## src/rtl/jt7759_seq.sv

```systemverilog
// jt7759 phrase sequencer: walks block headers in sample ROM and feeds the
// ADPCM decoder one nibble per sample period, with mute/underrun tracking.
module jt7759_seq #(
  parameter int AW = 17
) (
  input  logic          clk,
  input  logic          rst_n,
  input  logic          cen,
  input  logic          cendec,
  input  logic          start,
  input  logic          stop,
  input  logic [AW-1:0] st_addr,
  output logic          rom_cs,
  output logic [AW-1:0] rom_addr,
  input  logic [7:0]    rom_data,
  input  logic          rom_ok,
  output logic [3:0]    dec_data,
  output logic          dec_we,
  output logic          dec_rst,
  output logic          muted,
  output logic          busy,
  output logic          done,
  output logic          underrun
);

  // state   | meaning
  // IDLE    | no phrase active, decoder muted
  // HDR     | fetching a block header byte
  // LEN     | fetching the nibble count of a counted block
  // SIL     | muted for silcnt+1 sample periods
  // PLAY    | delivering nibbles, one per sample event
  // END     | end header seen, done pulse, back to IDLE
  typedef enum logic [2:0] {
    ST_IDLE, ST_HDR, ST_LEN, ST_SIL, ST_PLAY, ST_END
  } state_t;

  state_t          state, state_nxt;
  logic            rom_cs_nxt;
  logic [AW-1:0]   rom_addr_nxt;
  logic [3:0]      dec_data_nxt;
  logic            dec_we_nxt, dec_rst_nxt, muted_nxt, busy_nxt, done_nxt, underrun_nxt;
  logic [5:0]      div, div_nxt, cnt, cnt_nxt, silcnt, silcnt_nxt;
  logic [8:0]      nrem, nrem_nxt;
  logic [7:0]      bbuf, bbuf_nxt, cur_byte;
  logic            bvalid, bvalid_nxt, half, half_nxt;
  logic            tick, ev, got, want, have, cur_lo;

  assign tick = cen & cendec;
  assign ev   = tick && (cnt == div);
  assign got  = rom_cs & rom_ok;
  assign want = (state == ST_HDR) || (state == ST_LEN) ||
                ((state == ST_PLAY) && !bvalid && (nrem != 9'd0));

  always_comb begin
    state_nxt    = state;
    rom_cs_nxt   = rom_cs;
    rom_addr_nxt = rom_addr;
    dec_data_nxt = dec_data;
    dec_we_nxt   = 1'b0;
    dec_rst_nxt  = 1'b0;
    done_nxt     = 1'b0;
    underrun_nxt = underrun;
    div_nxt      = div;
    silcnt_nxt   = silcnt;
    nrem_nxt     = nrem;
    bbuf_nxt     = bbuf;
    bvalid_nxt   = bvalid;
    half_nxt     = half;
    have         = bvalid | got;
    cur_byte     = bvalid ? bbuf : rom_data;
    cur_lo       = bvalid & half;
    cnt_nxt      = cnt;
    if (tick) cnt_nxt = ev ? 6'd0 : cnt + 6'd1;

    if (got) begin
      rom_cs_nxt   = 1'b0;
      rom_addr_nxt = rom_addr + {{(AW-1){1'b0}}, 1'b1};
    end else if (!rom_cs && want) begin
      rom_cs_nxt = 1'b1;
    end

    case (state)
      ST_HDR: if (got) begin
        cnt_nxt = 6'd0;
        case (rom_data[7:6])
          2'b00: begin silcnt_nxt = rom_data[5:0]; state_nxt = ST_SIL; end
          2'b01: begin div_nxt = rom_data[5:0]; nrem_nxt = 9'd256; state_nxt = ST_PLAY; end
          2'b10: begin div_nxt = rom_data[5:0]; state_nxt = ST_LEN; end
          default: begin done_nxt = 1'b1; state_nxt = ST_END; end
        endcase
      end
      ST_LEN: if (got) begin
        nrem_nxt  = {1'b0, rom_data} + 9'd1;
        state_nxt = ST_PLAY;
      end
      ST_SIL: if (ev) begin
        if (silcnt == 6'd0) state_nxt = ST_HDR;
        else silcnt_nxt = silcnt - 6'd1;
      end
      ST_PLAY: begin
        if (nrem == 9'd0) begin
          // an odd count leaves the low nibble unplayed; it is simply dropped
          state_nxt  = ST_HDR;
          bvalid_nxt = 1'b0;
          half_nxt   = 1'b0;
        end else if (ev) begin
          if (have) begin
            // a byte landing on the event edge is played straight from rom_data
            dec_data_nxt = cur_lo ? cur_byte[3:0] : cur_byte[7:4];
            dec_we_nxt   = 1'b1;
            nrem_nxt     = nrem - 9'd1;
            if (cur_lo || (nrem == 9'd1)) begin
              bvalid_nxt = 1'b0;
              half_nxt   = 1'b0;
            end else begin
              bbuf_nxt   = cur_byte;
              bvalid_nxt = 1'b1;
              half_nxt   = 1'b1;
            end
          end else begin
            underrun_nxt = 1'b1;
          end
        end else if (got) begin
          bbuf_nxt   = rom_data;
          bvalid_nxt = 1'b1;
          half_nxt   = 1'b0;
        end
      end
      ST_END: state_nxt = ST_IDLE;
      default: state_nxt = ST_IDLE;
    endcase

    if (start) begin
      state_nxt    = ST_HDR;
      rom_cs_nxt   = 1'b1;
      rom_addr_nxt = st_addr;
      dec_rst_nxt  = 1'b1;
      dec_we_nxt   = 1'b0;
      done_nxt     = 1'b0;
      underrun_nxt = 1'b0;
      bvalid_nxt   = 1'b0;
      half_nxt     = 1'b0;
    end else if (stop) begin
      state_nxt  = ST_IDLE;
      rom_cs_nxt = 1'b0;
      dec_we_nxt = 1'b0;
      done_nxt   = 1'b0;
      bvalid_nxt = 1'b0;
      half_nxt   = 1'b0;
    end

    busy_nxt  = (state_nxt != ST_IDLE);
    muted_nxt = (state_nxt == ST_PLAY) ? (muted & ~dec_we_nxt) : 1'b1;
  end

  always_ff @(posedge clk or negedge rst_n) begin
    if (!rst_n) begin
      state    <= ST_IDLE;
      rom_cs   <= 1'b0;
      rom_addr <= '0;
      dec_data <= 4'd0;
      dec_we   <= 1'b0;
      dec_rst  <= 1'b0;
      muted    <= 1'b1;
      busy     <= 1'b0;
      done     <= 1'b0;
      underrun <= 1'b0;
      div      <= 6'd0;
      cnt      <= 6'd0;
      silcnt   <= 6'd0;
      nrem     <= 9'd0;
      bbuf     <= 8'd0;
      bvalid   <= 1'b0;
      half     <= 1'b0;
    end else begin
      state    <= state_nxt;
      rom_cs   <= rom_cs_nxt;
      rom_addr <= rom_addr_nxt;
      dec_data <= dec_data_nxt;
      dec_we   <= dec_we_nxt;
      dec_rst  <= dec_rst_nxt;
      muted    <= muted_nxt;
      busy     <= busy_nxt;
      done     <= done_nxt;
      underrun <= underrun_nxt;
      div      <= div_nxt;
      cnt      <= cnt_nxt;
      silcnt   <= silcnt_nxt;
      nrem     <= nrem_nxt;
      bbuf     <= bbuf_nxt;
      bvalid   <= bvalid_nxt;
      half     <= half_nxt;
    end
  end

endmodule

```

## config.mk

```make
export PLATFORM = sky130hd
export DESIGN_NAME = jt7759_seq
export DESIGN_NICKNAME = d
export VERILOG_FILES = /design/src/rtl/jt7759_seq.sv
export SDC_FILE = /design/constraint.sdc
export NUM_CORES = 1
export LEC_CHECK = 0
export BUFFER_PORTS_ARGS = -buffer_cell sky130_fd_sc_hd__buf_4
export CAP_MARGIN = 20
export CORE_ASPECT_RATIO = 0.8
export CORE_UTILIZATION = 52
export DETAILED_ROUTE_END_ITERATION = 16
export PLACE_DENSITY = 0.77
export SYNTH_ARGS = -nofsm -noshare
export SYNTH_HDL_FRONTEND = slang
export SYNTH_SLANG_ARGS = --single-unit
```

## constraint.sdc

```tcl
create_clock -name clk -period 2.3 [get_ports clk]
set_clock_uncertainty 0.05 [all_clocks]
set_input_delay 0.69 -clock clk [delete_from_list [all_inputs] [get_ports clk]]
set_output_delay 0.69 -clock clk [all_outputs]
set_load 0.03 [all_outputs]
```

==> impl_metrics.env <==
export IMPL_outcome="finished with violations"
export IMPL_violations="design-rule violations"
export IMPL_wl_um=10300
export IMPL_drv_slew=0
export IMPL_drive_gt1_frac=0.255
export IMPL_critPathMaxFanout=9
export IMPL_first_iter_violations=353
export IMPL_finalCriticalPeriod_ns=2.19
export IMPL_diodes=0
export IMPL_post_route_util=0.695
export IMPL_ant_nets=0
export IMPL_cts_root_buf="clkbuf_8"
export IMPL_wl_per_cell_um=17.5
export IMPL_ff2ff_path_depth=10
export IMPL_finalSetupViolCount=0
export IMPL_ios=60
export IMPL_yosysWarnings=0
export IMPL_synth_edf_count=0
export IMPL_cp_end_kind="register"
export IMPL_r2r_start="nrem[1]"
export IMPL_final_cell_count_no_fill=588
export IMPL_ir_drop_uv=394
export IMPL_ctsLongestPathBuffers=2
export IMPL_dr_wl_met3_um=733
export IMPL_port_buffers=59
export IMPL_cts_hold_buffers=0
export IMPL_relSlewSlack=0.641
export IMPL_critPathLaunchType="register"
export IMPL_coreArea_um2=7030
export IMPL_final_hold_viol_count=0
export IMPL_grt_pass1_vias=3379
export IMPL_row_count=27
export IMPL_post_dp_cell_area_um2=4630
export IMPL_r2r_slack_ns=0.11
export IMPL_power_density_nw_per_um2=696
export IMPL_grt_overflow_total=0
export IMPL_fin_nets=541
export IMPL_whs_ns=0.275
export IMPL_cts_sinks=68
export IMPL_antenna_found_initial=0
export IMPL_fp_dieArea_um2=7790
export IMPL_ys_types=59
export IMPL_worstSetupPathType="register to register"
export IMPL_gp_congestion=0.871
export IMPL_setup_tns_ns=0
export IMPL_ys_seq_area_frac=0.440
export IMPL_synth_avg_cell_area_um2=9.45
export IMPL_rsz0062_at_grt="false"
export IMPL_synth_cells=409
export IMPL_first_pass_iters=13
export IMPL_stdcell_area_um2=4880
export IMPL_htreeDepth=3
export IMPL_tightest_slew_ns=0.531
export IMPL_n_fill_cell=518
export IMPL_post_place_cells=572
export IMPL_critical_path_required_ns=2.51
export IMPL_initial_utilization=0.550
export IMPL_hp_class="primary input to asynchronous set/reset pin"
export IMPL_drc=2
export IMPL_cp_arrival_ns=2.40
export IMPL_grt_pass1_wl_um=16800
export IMPL_min_period_over_period=0.951
export IMPL_dp_hpwl_um=7570
export IMPL_netlist_top_cell_by_area="dfrtp_1"
export IMPL_viasPerCell=6.02
export IMPL_synth_area_leaders="dfrtp_1 (43%), xnor2_1 (4.8%), ha_1 (4.2%)"
export IMPL_max_freq_ghz=0.457
export IMPL_synthFlopType="dfrtp_1"
export IMPL_async_flop_share=1.00
export IMPL_cts_resized=0
export IMPL_top_layer="met4"
export IMPL_syn_cell_area_um2=3870
export IMPL_yosysTopAreaCellShare=0.434
export IMPL_grt_use_total=0.278
export IMPL_timing_rr_end="muted"
export IMPL_die_w_um=98.4
export IMPL_cts_inserted_buffers=9
export IMPL_syn_num_nets=454
export IMPL_drv_cap=0
export IMPL_clk_latency_ns=0.36
export IMPL_vias=3542
export IMPL_ys_seq_elements=68
export IMPL_p_leak_nw=2.18
export IMPL_cts_tree="done"
export IMPL_wl_met2_um=4670
export IMPL_grt_max_degree=69
export IMPL_syn2layout_area_growth_pct=26.3
export IMPL_post_cts_buffers=0
export IMPL_die_h_um=79.1
export IMPL_drt_met1_wl_um=4720
export IMPL_clk_pin_slew_ns=0.07
cells in the mapped netlist, types with 2 or more instances:
cell and n:
mux2_2 9, o211ai_1 4, o22ai_1 4, nor2b_1 3, and2_1 4, mux2_1 6
nor4_1 3, o31ai_1 5, nor3_1 12, and4_1 2, dfrtp_1 67, a21oi_1 25
nand2_1 41, a21boi_0 2, o21a_1 2, mux2i_1 7, clkbuf_1 14, o21ai_1 9
nand4_1 11, and3b_1 2, o21ai_0 22, xnor2_1 21, xor2_1 11, or3b_1 2
buf_2 3, and3_1 7, ha_1 13, a211o_1 2, nand2b_1 6, nand3_1 19
a21o_1 2, nor2_1 28, or3_1 4, inv_1 11, or2_2 2
worst max-delay path, stage by stage, from the launching register on:
cell	delay (ns)
dfrtp_1	0.36
inv_1	0.06
ha_2	0.18
nor4b_1	0.15
buf_4	0.15
a21oi_4	0.14
or4b_4	0.48
buf_8	0.16
buf_4	0.17
nand2_1	0.07
nand4b_1	0.13
worst max-delay path by stage:
stage	startpoint	slack, ns	to
2_1_floorplan	cen	0.03	nrem[0]
3_3_place_gp	cen	0.04	bbuf[5]
3_5_place_dp	rom_data[6]	-0.11	busy
4_1_cts	nrem[1]	0.09	nrem[5]
5_1_grt	nrem[1]	0.008	nrem[5]
6_report	nrem[1]	0.11	muted
layout make-up:
type | instances | area, µm² | area share
multi-input combinational | 312 | 2060 | 0.422
inverter | 12 | 45.0 | 0.00922
clock inverter | 5 | 82.6 | 0.0169
clock buffer | 11 | 151 | 0.0310
sequential | 68 | 1700 | 0.349
tap | 87 | 109 | 0.0223
timing repair buffer | 93 | 731 | 0.150
where the power goes:
| part | switching, mW | total [mW] | internal [mW] |
|---|---|---|---|
| sequential | 0.139 | 1.47 | 1.33 |
| combinational | 0.433 | 0.786 | 0.353 |
| clock | 0.473 | 1.15 | 0.673 |
| total | 1.05 | 3.40 | 2.36 |
sequential cells by signal, summed over array words and instances, names as in the netlist, 3 cells and up:
signal and cells:
cnt 6, state 3, nrem 9, div 6, rom_addr 17, bbuf 8, silcnt 6, dec_data 4
logic make-up after synthesis:
logic type | count (synthesis) | synth area share
buffers and inverters | 29 | 0.0291
muxes | 22 | 0.0618
AOI/OAI and AO/OA | 92 | 0.152
xor gates and xnor gates | 32 | 0.0725
DFF | 68 | 0.440
and+or+nand+nor | 153 | 0.202
adders and majority gates | 13 | 0.0421
routing by layer:
layer / up-vias / global-route usage
li1: 1635 / -
met5: - / 0
met3: 17 / 0.0634
met2: 154 / 0.432
met1: 1736 / 0.387
met4: 0 / 0.0940
cells in the final DEF (no fill, tap or decap), drive strengths merged, types with 3 or more instances in the layout:
cell type / netlist / routed
buf: 3 / 93
dfrtp: 67 / 67
nand2: 41 / 41
o21ai: 31 / 31
nor2: 28 / 28
a21oi: 26 / 26
xnor2: 21 / 21
nand3: 19 / 19
mux2: 15 / 15
ha: 13 / 13
nor3: 12 / 12
inv: 11 / 12
nand4: 11 / 11
xor2: 11 / 11
clkbuf: 14 / 11
and3: 7 / 7
mux2i: 7 / 7
nand2b: 6 / 6
o31ai: 5 / 5
and2: 4 / 4
or3: 4 / 4
o211ai: 4 / 4
o22ai: 4 / 4
nor2b: 3 / 3
or2: 3 / 3
nor4: 3 / 3
o311ai: 3 / 3
clkinv: 1 / 3
per-stage QoR:
stage | worst slack (ns) | total power, mW
after floorplan | 0.0317 | 1.91
after CTS | 0.0862 | 3.41
after global placement | 0.0435 | 2.23
after detailed placement | -0.111 | 2.26
after global routing | 0.00789 | 3.57
final | 0.112 | 3.40
Power figures use the tool's default switching activity.
